$ cat src/rtl/cpu_pkg.sv
// Shared definitions for the five-stage MIPS core: opcodes, ALU op codes and
// the layout of the 11-bit decoded control bundle carried down the pipeline.
package cpu_pkg;

    localparam int REG_W   = 5;
    localparam int FUNCT_W = 6;
    localparam int ALUOP_W = 3;
    localparam int CTRL_W  = 11;

    localparam logic [5:0] OP_RTYPE = 6'd0;
    localparam logic [5:0] OP_BGEZ  = 6'd1;
    localparam logic [5:0] OP_J     = 6'd2;
    localparam logic [5:0] OP_BEQ   = 6'd4;
    localparam logic [5:0] OP_BNE   = 6'd5;
    localparam logic [5:0] OP_BGT   = 6'd7;
    localparam logic [5:0] OP_ADDI  = 6'd8;
    localparam logic [5:0] OP_SLTI  = 6'd10;
    localparam logic [5:0] OP_ORI   = 6'd13;
    localparam logic [5:0] OP_LUI   = 6'd15;
    localparam logic [5:0] OP_LW    = 6'd35;
    localparam logic [5:0] OP_SW    = 6'd43;

    localparam logic [ALUOP_W-1:0] ALU_ADD   = 3'd0;
    localparam logic [ALUOP_W-1:0] ALU_SUB   = 3'd1;
    localparam logic [ALUOP_W-1:0] ALU_RTYPE = 3'd2;
    localparam logic [ALUOP_W-1:0] ALU_OR    = 3'd3;
    localparam logic [ALUOP_W-1:0] ALU_SLT   = 3'd4;
    localparam logic [ALUOP_W-1:0] ALU_LUI   = 3'd5;
    localparam logic [ALUOP_W-1:0] ALU_AND   = 3'd6;
    localparam logic [ALUOP_W-1:0] ALU_BGT   = 3'd7;

    // Bit positions inside the control bundle; aluop occupies the low three bits.
    localparam int CTRL_ALUOP_LSB = 0;
    localparam int CTRL_MEMTOREG  = 3;
    localparam int CTRL_MEMREAD   = 4;
    localparam int CTRL_MEMWRITE  = 5;
    localparam int CTRL_JUMP      = 6;
    localparam int CTRL_BRANCH    = 7;
    localparam int CTRL_REGDST    = 8;
    localparam int CTRL_ALUSRC    = 9;
    localparam int CTRL_REGWRITE  = 10;

    typedef logic [CTRL_W-1:0] ctrl_t;

    localparam ctrl_t CTRL_BUBBLE = '0;

    function automatic ctrl_t make_ctrl(
        input logic               regwrite,
        input logic               alusrc,
        input logic               regdst,
        input logic               branch,
        input logic               jump,
        input logic               memwrite,
        input logic               memread,
        input logic               memtoreg,
        input logic [ALUOP_W-1:0] aluop
    );
        ctrl_t c;
        c                                   = '0;
        c[CTRL_REGWRITE]                    = regwrite;
        c[CTRL_ALUSRC]                      = alusrc;
        c[CTRL_REGDST]                      = regdst;
        c[CTRL_BRANCH]                      = branch;
        c[CTRL_JUMP]                        = jump;
        c[CTRL_MEMWRITE]                    = memwrite;
        c[CTRL_MEMREAD]                     = memread;
        c[CTRL_MEMTOREG]                    = memtoreg;
        c[CTRL_ALUOP_LSB +: ALUOP_W]        = aluop;
        return c;
    endfunction

endpackage

$ cat src/rtl/id_ex_pipe_hazard_detect.sv
// Load-use hazard detection: a load in EX whose destination is read by the
// instruction in ID forces a stall, unless that ID instruction is being flushed.
import cpu_pkg::*;

module hazard_detect (
    input  logic             ex_valid_i,
    input  logic             ex_memread_i,
    input  logic [REG_W-1:0] ex_rt_i,
    input  logic             id_valid_i,
    input  logic [REG_W-1:0] id_rs_i,
    input  logic [REG_W-1:0] id_rt_i,
    input  logic             flush_i,
    output logic             hazard_o,
    output logic             stall_o
);

    logic w_rt_nonzero;
    logic w_rt_match;

    // Writes to $0 are discarded, so a load targeting $0 never creates a dependency.
    assign w_rt_nonzero = (ex_rt_i != '0);
    assign w_rt_match   = (ex_rt_i == id_rs_i) || (ex_rt_i == id_rt_i);

    assign hazard_o = ex_valid_i & ex_memread_i & id_valid_i & w_rt_nonzero & w_rt_match;
    assign stall_o  = hazard_o & ~flush_i;

endmodule

$ cat src/rtl/id_ex_pipe.sv
// ID/EX pipeline register: captures decoded control and operands for EX,
// turning flushed, stalled or empty slots into bubbles and counting load-use stalls.
import cpu_pkg::*;

module id_ex_pipe #(
    parameter int DW   = 32,
    parameter int CNTW = 16
) (
    input  logic               clk_i,
    input  logic               rst_i,
    input  logic               id_valid_i,
    input  logic               id_regwrite_i,
    input  logic               id_alusrc_i,
    input  logic               id_regdst_i,
    input  logic               id_branch_i,
    input  logic               id_jump_i,
    input  logic               id_memwrite_i,
    input  logic               id_memread_i,
    input  logic               id_memtoreg_i,
    input  logic [ALUOP_W-1:0] id_aluop_i,
    input  logic [DW-1:0]      id_pc4_i,
    input  logic [DW-1:0]      id_rs_data_i,
    input  logic [DW-1:0]      id_rt_data_i,
    input  logic [DW-1:0]      id_imm_i,
    input  logic [REG_W-1:0]   id_rs_i,
    input  logic [REG_W-1:0]   id_rt_i,
    input  logic [REG_W-1:0]   id_rd_i,
    input  logic [FUNCT_W-1:0] id_funct_i,
    input  logic               flush_i,
    output logic               ex_valid_o,
    output logic               ex_regwrite_o,
    output logic               ex_alusrc_o,
    output logic               ex_regdst_o,
    output logic               ex_branch_o,
    output logic               ex_jump_o,
    output logic               ex_memwrite_o,
    output logic               ex_memread_o,
    output logic               ex_memtoreg_o,
    output logic [ALUOP_W-1:0] ex_aluop_o,
    output logic [DW-1:0]      ex_pc4_o,
    output logic [DW-1:0]      ex_rs_data_o,
    output logic [DW-1:0]      ex_rt_data_o,
    output logic [DW-1:0]      ex_imm_o,
    output logic [REG_W-1:0]   ex_rs_o,
    output logic [REG_W-1:0]   ex_rt_o,
    output logic [REG_W-1:0]   ex_rd_o,
    output logic [FUNCT_W-1:0] ex_funct_o,
    output logic               stall_o,
    output logic [CNTW-1:0]    hazard_cnt_o
);

    localparam logic [CNTW-1:0] CNT_ONE = CNTW'(1);
    localparam logic [CNTW-1:0] CNT_MAX = '1;

    ctrl_t              r_ctrl;
    logic               r_valid;
    logic [DW-1:0]      r_pc4;
    logic [DW-1:0]      r_rs_data;
    logic [DW-1:0]      r_rt_data;
    logic [DW-1:0]      r_imm;
    logic [REG_W-1:0]   r_rs;
    logic [REG_W-1:0]   r_rt;
    logic [REG_W-1:0]   r_rd;
    logic [FUNCT_W-1:0] r_funct;
    logic [CNTW-1:0]    r_hazard_cnt;

    ctrl_t w_id_ctrl;
    logic  w_hazard;
    logic  w_stall;
    logic  w_bubble;

    assign w_id_ctrl = make_ctrl(id_regwrite_i, id_alusrc_i, id_regdst_i, id_branch_i,
                                 id_jump_i, id_memwrite_i, id_memread_i, id_memtoreg_i,
                                 id_aluop_i);

    hazard_detect u_hazard_detect (
        .ex_valid_i   (r_valid),
        .ex_memread_i (r_ctrl[CTRL_MEMREAD]),
        .ex_rt_i      (r_rt),
        .id_valid_i   (id_valid_i),
        .id_rs_i      (id_rs_i),
        .id_rt_i      (id_rt_i),
        .flush_i      (flush_i),
        .hazard_o     (w_hazard),
        .stall_o      (w_stall)
    );

    // Flush and hazard both squash the slot; they differ only in whether the front end holds.
    assign w_bubble = flush_i | w_hazard | ~id_valid_i;

    always_ff @(posedge clk_i or posedge rst_i) begin
        if (rst_i) begin
            r_ctrl  <= CTRL_BUBBLE;
            r_valid <= 1'b0;
        end else if (w_bubble) begin
            r_ctrl  <= CTRL_BUBBLE;
            r_valid <= 1'b0;
        end else begin
            r_ctrl  <= w_id_ctrl;
            r_valid <= 1'b1;
        end
    end

    // Operand fields are don't-care on a bubble, so they load every cycle without gating.
    always_ff @(posedge clk_i or posedge rst_i) begin
        if (rst_i) begin
            r_pc4     <= '0;
            r_rs_data <= '0;
            r_rt_data <= '0;
            r_imm     <= '0;
            r_rs      <= '0;
            r_rt      <= '0;
            r_rd      <= '0;
            r_funct   <= '0;
        end else begin
            r_pc4     <= id_pc4_i;
            r_rs_data <= id_rs_data_i;
            r_rt_data <= id_rt_data_i;
            r_imm     <= id_imm_i;
            r_rs      <= id_rs_i;
            r_rt      <= id_rt_i;
            r_rd      <= id_rd_i;
            r_funct   <= id_funct_i;
        end
    end

    always_ff @(posedge clk_i or posedge rst_i) begin
        if (rst_i) begin
            r_hazard_cnt <= '0;
        end else if (w_stall && (r_hazard_cnt != CNT_MAX)) begin
            r_hazard_cnt <= r_hazard_cnt + CNT_ONE;
        end
    end

    assign ex_valid_o    = r_valid;
    assign ex_regwrite_o = r_ctrl[CTRL_REGWRITE];
    assign ex_alusrc_o   = r_ctrl[CTRL_ALUSRC];
    assign ex_regdst_o   = r_ctrl[CTRL_REGDST];
    assign ex_branch_o   = r_ctrl[CTRL_BRANCH];
    assign ex_jump_o     = r_ctrl[CTRL_JUMP];
    assign ex_memwrite_o = r_ctrl[CTRL_MEMWRITE];
    assign ex_memread_o  = r_ctrl[CTRL_MEMREAD];
    assign ex_memtoreg_o = r_ctrl[CTRL_MEMTOREG];
    assign ex_aluop_o    = r_ctrl[CTRL_ALUOP_LSB +: ALUOP_W];
    assign ex_pc4_o      = r_pc4;
    assign ex_rs_data_o  = r_rs_data;
    assign ex_rt_data_o  = r_rt_data;
    assign ex_imm_o      = r_imm;
    assign ex_rs_o       = r_rs;
    assign ex_rt_o       = r_rt;
    assign ex_rd_o       = r_rd;
    assign ex_funct_o    = r_funct;
    assign stall_o       = w_stall;
    assign hazard_cnt_o  = r_hazard_cnt;

endmodule

$ cat config.mk
export PLATFORM = sky130hd
export DESIGN_NAME = id_ex_pipe
export DESIGN_NICKNAME = d
export VERILOG_FILES = /design/src/rtl/cpu_pkg.sv /design/src/rtl/id_ex_pipe_hazard_detect.sv /design/src/rtl/id_ex_pipe.sv
export SDC_FILE = /design/constraint.sdc
export NUM_CORES = 1
export LEC_CHECK = 0
export ABC_AREA = 1
export ABC_CLOCK_PERIOD_IN_PS = 7800
export BUFFER_PORTS_ARGS = -buffer_cell sky130_fd_sc_hd__buf_4
export CORE_AREA = 5 5 130 132
export CTS_CLUSTER_SIZE = 8
export DETAILED_ROUTE_END_ITERATION = 8
export DIE_AREA = 0 0 135 137
export MAX_ROUTING_LAYER = met4
export PLACE_DENSITY = 0.68
export SYNTH_ARGS = -nofsm -noshare
export SYNTH_HDL_FRONTEND = slang
export SYNTH_HIERARCHICAL = 1
export SYNTH_SLANG_ARGS = --single-unit
$ cat constraint.sdc
create_clock -name clk_i -period 7.8 [get_ports clk_i]
set_input_delay 1.56 -clock clk_i [delete_from_list [all_inputs] [get_ports clk_i]]
set_output_delay 1.56 -clock clk_i [all_outputs]
set_load 0.05 [all_outputs]
==> results of run 1 <==
## area by class of cell
cell class | count | area, um^2
Clock buffer | 19 | 453
Tap cell | 216 | 270
Inverter | 46 | 178
Sequential cell | 177 | 4430
Clock inverter | 12 | 115
Fill cell | 1326 | 6840
Timing Repair Buffer | 342 | 2570
Multi-Input combinational cell | 164 | 743
## Yosys cell counts
cell type	instances	area [um^2]
buf_6	1	11.3
clkbuf_1	1	3.75
dfrtp_1	177	4430
ha_1	1	12.5
inv_1	41	154
inv_2	5	18.8
nand2_1	83	312
nand2_2	4	25.0
nand3_1	9	45.0
nand3_2	1	10.0
nand3b_1	3	22.5
nand4_1	10	62.6
nor2_1	34	128
nor2_2	8	50.1
nor2_4	1	11.3
o21ai_0	3	15.0
o21ai_1	3	15.0
xnor2_1	4	35.0
## cells by family after synthesis
| family | synth area share (%) |
|---|---|
| AO/OA/AOI/OAI | 0.560 |
| XOR/XNOR | 0.654 |
| adder cells (fa/ha/maj) | 0.233 |
| buffers and inverters | 3.50 |
| flip-flops | 82.6 |
| AND/OR/NAND/NOR | 12.4 |
## stage by stage
step / setup WS (ns) / util, %
3_3_place_gp: 3.73 / 52.5
3_5_place_dp: 3.71 / 52.5
2_1_floorplan: 1.44 / -
5_1_grt: 3.62 / 56.1
4_1_cts: 3.71 / 56.1
6_report: 3.69 / 56.1
## per-layer routing
metal | track usage, % | up-vias | routed length, um
met1 | 20.6 | 1959 | 6230
met4 | 5.32 | 0 | 201
li1 | - | 1900 | -
met5 | - | - | 0
met2 | 33.4 | 201 | 9430
met3 | 8.31 | 17 | 1700
## registers in the layout (all words and copies together), names as in the netlist
register      flops
ex_imm_o         32
ex_rt_data_o     32
hazard_cnt_o     16
ex_funct_o        6
ex_rd_o           5
ex_rt_o           5
ex_pc4_o         32
ex_rs_data_o     32
ex_rs_o           5
ex_valid_o        1
r_ctrl           11
## final timing paths
kind / startpoint / to / slack, ns / cells after the start
setup reg to reg: ex_rt_o[4] / hazard_cnt_o[15] / 5.81 / 15
hold / removal: hazard_cnt_o[15] / hazard_cnt_o[15] / 0.56 / 2
min in group asynchronous: rst_i / ex_pc4_o[22] / 1.31 / 2
max in group asynchronous: rst_i / ex_funct_o[4] / 4.92 / 3
setup / recovery: id_rt_i[4] / stall_o / 3.69 / 10
hold reg to reg: hazard_cnt_o[15] / hazard_cnt_o[15] / 0.56 / 2
## power by group
part           switching [mW]  leakage [nW]  internal [mW]
registers              0.0168          2.09          0.960
logic                   0.219          2.20          0.111
clock network           0.381         0.280          0.438
## critical path: cells and delay by family
kind	cells	cell delay, ns
and+or+nand+nor	7	0.63
buffers and inverters	3	0.37
==> reports/qor.csv, run 1 <==
stage;metric;value;unit
timing;fin. max-slew vios;0;
critical_path;Setup crit end kind;output pin;
timing;setup tns final;0;ns
critical_path;CP cell instances;buf_4, inv_1, nand2_1, nand2_1, nor2_1, nand3_1, nand2_1, nand2_2, nor2_2, buf_4;
clock_network;CTS Buf Count;17;
grt;antenna violations before repair;0;
yosys;Synth Instances;389;
pwr;Pleak;4.57;nW
finish;final net count;913;
pwr;PD cells;243;nW/um^2
min_path;Hold/Removal Path Class;reg2reg;
timing;final period utilization;52.7;%
detailed_routing;DR DRC count;0;
placed_design;post-detail-place hpwl;13900;um
critical_path;Slowest cell on crit path;buf_4;
finish;post-route design area;8760;um^2
detailed_routing;antenna-violating nets left;0;
yosys;synthesized area;5360;um^2
clock_network;Clock Path Buffers;2;
critical_path;Largest stage delay, worst path;0.24;ns
critical_path;critical path data required time;6.24;ns
flow_run;total of max-cap violations;0;
clock_network;Post-CTS Hold Fix Bufs;0;
clock_network;CTS tree;yes;
yosys;count of state elements after synthesis;177;
finish;share of cells above drive strength 1;51.7;%
finish;non-filler instance count after layout;976;
yosys;YS warnings;6;
clock_network;post-CTS resize count;0;
yosys;Syn Nets;554;
floorplanning;Ports;342;
placed_design;Final GP Congestion;0.872;
timing;skew final;0.00687;ns
floorplanning;die area;18500;um^2
placed_design;IO Port Bufs;341;
timing;min Tclk post-route;4.11;ns
finish;most frequent cells in the layout;buf_4, dfrtp_1, nand2_1, inv_1, nor2_1;
yosys;sequential area share after synthesis;82.6;%
status;status;finished clean;
finish;Inserted Diodes;0;
timing;unrepaired setup endpoints after global routing;false;
yosys;Avg Cell Area, Syn;13.8;um^2
grt;first-pass GRT wire length;25600;um
pwr;worst vdd ir;0.140;mV
detailed_routing;drt initial violations;132;
timing;setup violators final;0;
timing;final hold violation count;0;
critical_path;Setup CP Type;in2out;
critical_path;Setup crit start kind;primary input;
clock_network;CTS clk-pin slew, worst paths;0.07;ns
critical_path;most frequent CP cell;nand2_1;
clock_network;# clock sinks;177;
clock_network;later-pin clock latency in the skew report;0.42;ns
grt;number of global-route vias before repair;4447;
grt;Total GRT Usage;19.4;%
timing;Least-Margin Pin Slew;0.992;ns
floorplanning;initial core utilization;34.4;%
critical_path;Max FO, Critical Path;4;
clock_network;Clock Tree Root;clkbuf_16;
timing;Slew HR;33.9;%
timing;final hold slack;0.556;ns
clock_network;H-Tree Level Count;4;
finish;Area growth syn-to-layout;63.4;%
detailed_routing;vias after detailed routing;4077;
floorplanning;core area;15600;um^2
timing;FMAX;0.243;GHz
detailed_routing;Pre-Repair DR Iteration Count;4;
grt;largest net degree at the start of global routing;97;
detailed_routing;Via density;4.18;
detailed_routing;DR WL/cell;18.0;um
placed_design;Post-DP Area;8190;um^2
pwr;total power;2.13;mW
critical_path;Worst EP arrival;2.55;ns
floorplanning;Rows;46;
floorplanning;Die Y;137;um
grt;Overflow after GRT;0;
detailed_routing;routed wire length;17600;um
floorplanning;Die W;135;um
yosys;Synth cell types;18;
placed_design;placed cells;945;
clock_network;setup repair bufs after CTS;0;
finish;commonest non-fill, non-tap cell in the layout;buf_4;
Power figures use the tool's default switching activity.
==> inputs of run 2 (changes only) <==
--- a/config.mk
+++ b/config.mk
@@ -6,7 +6,7 @@
 export NUM_CORES = 1
 export LEC_CHECK = 0
 export ABC_AREA = 1
-export ABC_CLOCK_PERIOD_IN_PS = 7800
+export ABC_CLOCK_PERIOD_IN_PS = 4250
 export BUFFER_PORTS_ARGS = -buffer_cell sky130_fd_sc_hd__buf_4
 export CORE_AREA = 5 5 130 132
 export CTS_CLUSTER_SIZE = 8
==> constraint.sdc (replaced) <==
create_clock -name clk_i -period 4.25 [get_ports clk_i]
set_input_delay 0.85 -clock clk_i [delete_from_list [all_inputs] [get_ports clk_i]]
set_output_delay 0.85 -clock clk_i [all_outputs]
set_load 0.05 [all_outputs]
==> reports/qor.csv, run 2 (synthesized netlist as in run 1, its figures left out) <==
stage;metric;value;unit;change
critical_path;CP cell instances;buf_4, inv_1, nand2_1, nand2_1, nor2_1, nand3_1, nand2_1, nand2_2, nor2_2, buf_4;;unchanged
finish;Final Util;56.8;%;was 56.1%
pwr;Clk pwr share;41.3;%;was 38.5%
finish;commonest non-fill, non-tap cell in the layout;buf_4;;unchanged
clock_network;# clock sinks;177;;unchanged
pwr;Switching Power;1.15;mW;was 0.617 mW
timing;setup violators final;0;;unchanged
timing;unrepaired setup endpoints after global routing;false;;unchanged
critical_path;Top delay family on crit path;simple AND/OR/NAND/NOR gates;;unchanged
critical_path;Slowest cell on crit path;buf_4;;unchanged
placed_design;Post-DP Area;8210;um^2;was 8190 um^2
flow_run;total of max-cap violations;0;;unchanged
floorplanning;Rows;46;;unchanged
grt;number of global-route vias before repair;4499;;was 4447
clock_network;CTS Buf Count;17;;unchanged
timing;setup tns final;0;ns;unchanged
floorplanning;die area;18500;um^2;unchanged
timing;skew final;0.0154;ns;was 0.00687 ns
critical_path;Max FO, Critical Path;4;;unchanged
detailed_routing;DR DRC count;0;;unchanged
pwr;worst vdd ir;0.263;mV;was 0.140 mV
min_path;Hold/Removal Path Class;in2reg;;was reg2reg
pwr;Pleak;4.61;nW;was 4.57 nW
pwr;internal power;2.94;mW;was 1.51 mW
floorplanning;Die W;135;um;unchanged
detailed_routing;vias after detailed routing;4193;;was 4077
timing;final period utilization;63.2;%;
pwr;PD cells;461;nW/um^2;was 243 nW/um^2
grt;Overflow after GRT;0;;unchanged
floorplanning;core area;15600;um^2;unchanged
floorplanning;initial core utilization;34.4;%;unchanged
placed_design;IO Port Bufs;341;;unchanged
clock_network;H-Tree Level Count;4;;unchanged
grt;antenna violations before repair;1;;was 0
pwr;combinational share of power;14.9;%;was 15.5%
clock_network;CTS tree;yes;;unchanged
clock_network;Clock Tree Root;clkbuf_16;;unchanged
clock_network;setup repair bufs after CTS;0;;unchanged
finish;Area growth syn-to-layout;65.4;%;was 63.4%
placed_design;pre-CTS WS;1.58;ns;was 3.71 ns
critical_path;Setup CP Type;in2out;;unchanged
grt;first-pass GRT wire length;25900;um;was 25600 um
critical_path;most frequent CP cell;nand2_1;;unchanged
detailed_routing;antenna-violating nets left;0;;unchanged
timing;Slew HR;38.8;%;was 33.9%
detailed_routing;Via density;4.28;;was 4.18
timing;final worst slack;1.56;ns;was 3.69 ns
detailed_routing;Pre-Repair DR Iteration Count;5;;was 4
critical_path;critical path data required time;3.40;ns;was 6.24 ns
clock_network;CTS clk-pin slew, worst paths;0.07;ns;about the same
status;status;finished clean;;unchanged
clock_network;post-CTS resize count;0;;unchanged
critical_path;Largest stage delay, worst path;0.23;ns;was 0.24 ns
floorplanning;Die Y;137;um;unchanged
timing;final hold slack;0.520;ns;was 0.556 ns
placed_design;placed cells;946;;was 945
pwr;Reg power frac;43.8;%;was 46.0%
timing;fin. max-slew vios;0;;unchanged
clock_network;later-pin clock latency in the skew report;0.43;ns;was 0.42 ns
grt;Total GRT Usage;19.7;%;was 19.4%
detailed_routing;drt initial violations;204;;was 132
critical_path;Worst EP arrival;1.84;ns;was 2.55 ns
finish;non-filler instance count after layout;979;;was 976
floorplanning;Ports;342;;unchanged
grt;largest net degree at the start of global routing;104;;was 97
critical_path;Setup crit end kind;output pin;;unchanged
pwr;total power;4.09;mW;was 2.13 mW
timing;Least-Margin Pin Slew;0.918;ns;was 0.992 ns
timing;final hold violation count;0;;unchanged
timing;min Tclk post-route;2.69;ns;
finish;final net count;914;;was 913
clock_network;Post-CTS Hold Fix Bufs;0;;unchanged
clock_network;Clock Path Buffers;2;;unchanged
detailed_routing;DR WL/cell;18.0;um;about the same
finish;post-route design area;8860;um^2;was 8760 um^2
placed_design;post-detail-place hpwl;14100;um;was 13900 um
finish;most frequent cells in the layout;buf_4, dfrtp_1, nand2_1, inv_1, nor2_1;;unchanged
critical_path;Buf/Inv on CP;3;;unchanged
detailed_routing;routed wire length;17600;um;about the same
pwr;switching share of power;28.0;%;was 29.0%
critical_path;Setup crit start kind;primary input;;unchanged
finish;share of cells above drive strength 1;51.8;%;was 51.7%
timing;FMAX;0.372;GHz;
placed_design;Final GP Congestion;0.854;;was 0.872
## run 2: cell count changes in the layout (fill, tap and decap cells not counted)
| cell | change |
|---|---|
| clkinvlp_4 | +1 |
| diode_2 | +1 |
| inv_6 | -3 |
| clkinv_2 | -1 |
| bufinv_16 | +3 |
| clkinv_8 | +2 |
| clkbuf_8 | -1 |
| buf_12 | +1 |
## run 2: power groups by stage
stage | sequential, mW | clock (mW) | combinational, mW
after floorplan | 2.10 | 0 | 0.0450
after global placement | 1.82 | 0 | 0.610
after detailed placement | 1.82 | 0 | 0.616
after CTS | 1.79 | 1.74 | 0.617
after global routing | 1.80 | 1.81 | 0.637
final | 1.79 | 1.69 | 0.609
## run 2: worst register-to-register path, cell delays in order (launching register included)
cell and delay [ns]:
dfrtp_1 0.41, inv_2 0.06, nand2_1 0.06, nand2_1 0.06
nor2_1 0.12, nand3_1 0.10, nand2_1 0.09, nand2_2 0.06
nor2_2 0.15, inv_1 0.12, nor2_2 0.21, nand2_1 0.10
nor2_1 0.15, nand3_1 0.09, nand2_1 0.07, inv_1 0.04
## run 2: cell type report
type / count / area (um^2)
clock inverters: 14 / 215
well taps: 216 / 270
clock buffers: 18 / 439
repair buffers: 343 / 2590
multi-input cells: 164 / 743
inverters: 46 / 176
flip-flops and latches: 177 / 4430
fillers: 1344 / 6730
diodes: 1 / 2.50
## run 2: final timing paths
| path | startpoint | end | slack, ns | depth (start not counted) |
|---|---|---|---|---|
| worst max-delay path | id_rt_i[4] | stall_o | 1.56 | 10 |
| worst max register to register | ex_rt_o[4] | hazard_cnt_o[14] | 2.27 | 15 |
| worst min-delay path | id_funct_i[5] | ex_funct_o[5] | 0.52 | 1 |
| min in group asynchronous | rst_i | ex_rt_data_o[0] | 0.60 | 3 |
| worst min register to register | hazard_cnt_o[15] | hazard_cnt_o[15] | 0.55 | 2 |
| max in group asynchronous | rst_i | ex_rt_data_o[2] | 2.87 | 3 |
## run 2: metal layers
layer,part of all wire [%],vias to the layer above,track usage (%)
met5,0,-,-
met4,2.6,0,8.79
met3,9.7,30,7.57
met2,52,224,33.1
met1,36,2032,20.9
li1,-,1907,-
==> inputs of run 3 (changes only) <==
--- a/config.mk
+++ b/config.mk
@@ -6,7 +6,7 @@
 export NUM_CORES = 1
 export LEC_CHECK = 0
 export ABC_AREA = 1
-export ABC_CLOCK_PERIOD_IN_PS = 4250
+export ABC_CLOCK_PERIOD_IN_PS = 2600
 export BUFFER_PORTS_ARGS = -buffer_cell sky130_fd_sc_hd__buf_4
 export CORE_AREA = 5 5 130 132
 export CTS_CLUSTER_SIZE = 8
==> constraint.sdc (replaced) <==
create_clock -name clk_i -period 2.6 [get_ports clk_i]
set_input_delay 0.52 -clock clk_i [delete_from_list [all_inputs] [get_ports clk_i]]
set_output_delay 0.52 -clock clk_i [all_outputs]
set_load 0.05 [all_outputs]
==> reports/qor.csv, run 3 (synthesized netlist as in run 1, its figures left out) <==
stage;metric;value;unit;change
status;status;finished clean;;unchanged
finish;Reg area;4430;um^2;unchanged
clock_network;Clock Tree Root;clkbuf_16;;unchanged
critical_path;Setup crit start kind;flop;;was primary input
timing;final period utilization;87.0;%;
timing;final hold slack;0.197;ns;was 0.520 ns
detailed_routing;Via density;4.26;;was 4.28
placed_design;Final GP Congestion;0.891;;was 0.854
floorplanning;Die Y;137;um;unchanged
placed_design;pre-CTS WS;0.484;ns;was 1.58 ns
clock_network;setup repair bufs after CTS;0;;unchanged
critical_path;Setup CP Type;reg2out;;was in2out
detailed_routing;DR DRC count;0;;unchanged
floorplanning;initial core utilization;34.4;%;unchanged
grt;Overflow after GRT;0;;unchanged
min_path;hold path startpoint;id_rt_data_i[27];;was id_funct_i[5]
critical_path;critical path data required time;2.08;ns;was 3.40 ns
timing;setup violators final;0;;unchanged
clock_network;CTS Buf Count;17;;unchanged
grt;number of global-route vias before repair;4473;;was 4499
finish;area of the multi-input gates;743;um^2;unchanged
clock_network;CTS clk-pin slew, worst paths;0.08;ns;was 0.07 ns
finish;post-route design area;8810;um^2;was 8860 um^2
critical_path;Critical R2R Capture;hazard_cnt_o[13];;was hazard_cnt_o[14]
critical_path;Worst EP arrival;1.74;ns;was 1.84 ns
timing;final worst slack;0.338;ns;was 1.56 ns
critical_path;r2r setup slk;0.60;ns;was 2.27 ns
clock_network;post-CTS resize count;0;;unchanged
finish;Area growth syn-to-layout;64.4;%;was 65.4%
timing;min Tclk post-route;2.26;ns;
grt;Total GRT Usage;19.5;%;was 19.7%
critical_path;Max FO, Critical Path;6;;was 4
critical_path;most frequent CP cell;nor2_1;;was nand2_1
timing;skew final;0.0115;ns;was 0.0154 ns
placed_design;Post-DP Area;8220;um^2;was 8210 um^2
critical_path;Buf/Inv on CP;1;;was 3
grt;antenna violations before repair;2;;was 1
clock_network;Clock Path Buffers;2;;unchanged
timing;unrepaired setup endpoints after global routing;false;;unchanged
clock_network;H-Tree Level Count;4;;unchanged
pwr;worst vdd ir;0.482;mV;was 0.263 mV
pwr;PD cells;732;nW/um^2;was 461 nW/um^2
floorplanning;Rows;46;;unchanged
clock_network;# clock sinks;177;;unchanged
critical_path;Setup crit end kind;output pin;;unchanged
detailed_routing;metal3 WL;1540;um;was 1700 um
detailed_routing;met2 WL;9110;um;was 9200 um
detailed_routing;WL met1;6440;um;was 6260 um
critical_path;R2R cell count;14;;was 15
finish;commonest non-fill, non-tap cell in the layout;buf_4;;unchanged
placed_design;IO Port Bufs;341;;unchanged
finish;most frequent cells in the layout;buf_4, dfrtp_1, nand2_1, inv_1, nor2_1;;unchanged
min_path;WHS Path Cells;1;;unchanged
detailed_routing;top layer reached by signal wires;met4;;unchanged
floorplanning;Ports;342;;unchanged
critical_path;FF-to-FF Start;ex_rt_o[0];;was ex_rt_o[4]
timing;Slew HR;61.1;%;was 38.8%
placed_design;post-detail-place hpwl;14100;um;about the same
pwr;Pleak;4.59;nW;was 4.61 nW
min_path;Hold EP;ex_rt_data_o[27];;was ex_funct_o[5]
detailed_routing;DR WL/cell;17.9;um;was 18.0 um
floorplanning;core area;15600;um^2;unchanged
flow_run;total of max-cap violations;0;;unchanged
critical_path;Slowest cell on crit path;dfrtp_1;;was buf_4
detailed_routing;Pre-Repair DR Iteration Count;5;;unchanged
critical_path;Top delay family on crit path;simple AND/OR/NAND/NOR gates;;unchanged
floorplanning;Die W;135;um;unchanged
min_path;Hold/Removal Path Class;in2reg;;unchanged
timing;setup tns final;0;ns;unchanged
grt;largest net degree at the start of global routing;112;;was 104
floorplanning;die area;18500;um^2;unchanged
timing;final hold violation count;0;;unchanged
finish;Filler Cell Count;1314;;was 1344
detailed_routing;routed wire length;17500;um;was 17600 um
critical_path;Largest stage delay, worst path;0.45;ns;was 0.23 ns
timing;FMAX;0.442;GHz;
finish;Final Util;56.5;%;was 56.8%
grt;first-pass GRT wire length;25400;um;was 25900 um
detailed_routing;vias after detailed routing;4171;;was 4193
timing;fin. max-slew vios;0;;unchanged
finish;final net count;914;;unchanged
clock_network;Post-CTS Hold Fix Bufs;0;;unchanged
critical_path;CP cell instances;nor2_1, nor2_1, nor2_1, nand3_1, nand2_1, nand2_2, nor2_2, buf_4;;was buf_4, inv_1, nand2_1, nand2_1, nor2_1, nand3_1, nand2_1, nand2_2, nor2_2, buf_4
clock_network;later-pin clock latency in the skew report;0.42;ns;was 0.43 ns
detailed_routing;drt initial violations;222;;was 204
detailed_routing;antenna-violating nets left;0;;unchanged
clock_network;CTS tree;yes;;unchanged
finish;share of cells above drive strength 1;51.7;%;was 51.8%
timing;Least-Margin Pin Slew;0.583;ns;was 0.918 ns
## run 3: through the flow
| step | power (mW) | cells |
|---|---|---|
| floorplan | 3.51 | 389 |
| global placement | 3.98 | 946 |
| detailed placement | 3.99 | 946 |
| CTS | 6.53 | 978 |
| global route | 6.68 | 980 |
| finish | 6.45 | 980 |
## run 3: worst max-delay path by stage
stage	startpoint	end	slack (ns)	cells past startpoint
4_1_cts	ex_rt_o[1]	stall_o	0.32	9
3_3_place_gp	id_rt_i[4]	hazard_cnt_o[15]	0.56	15
5_1_grt	ex_rt_o[4]	stall_o	0.18	9
6_report	ex_rt_o[0]	stall_o	0.34	8
3_5_place_dp	id_rt_i[4]	hazard_cnt_o[15]	0.48	15
2_1_floorplan	rst_i	ex_funct_o[0]	-0.19	1
## run 3: layer usage
layer | track usage, % | vias to the layer above
met2 | 32.3 | 219
met3 | 7.32 | 26
li1 | - | 1910
met1 | 21.4 | 2016
met5 | - | -
met4 | 7.56 | 0
## run 3: layout make-up
type	count	share of cell area, %
antenna	2	0.0568
clock buffer	19	5.03
clock inverter	13	1.66
inverter	46	2.00
multi-input combinational	164	8.43
sequential	177	50.3
tap	216	3.07
timing repair buffer	343	29.5
## run 3: report_power, final
part | switching, mW | total, mW | internal (mW)
clock network | 1.14 | 2.53 | 1.39
registers | 0.0481 | 2.93 | 2.88
logic | 0.658 | 0.996 | 0.338
total | 1.85 | 6.45 | 4.60
## run 3: worst register-to-register path: stages (launching register included)
cell     delay (ns)
dfrtp_1        0.45
nor2_1         0.13
nor2_1         0.05
nor2_1         0.09
nand3_1        0.08
nand2_1        0.09
nand2_2        0.06
nor2_2         0.15
nand2_1        0.09
nor2_2         0.21
nand2_1        0.13
nor2_1         0.16
nand3_1        0.10
nand2_1        0.07
inv_1          0.04
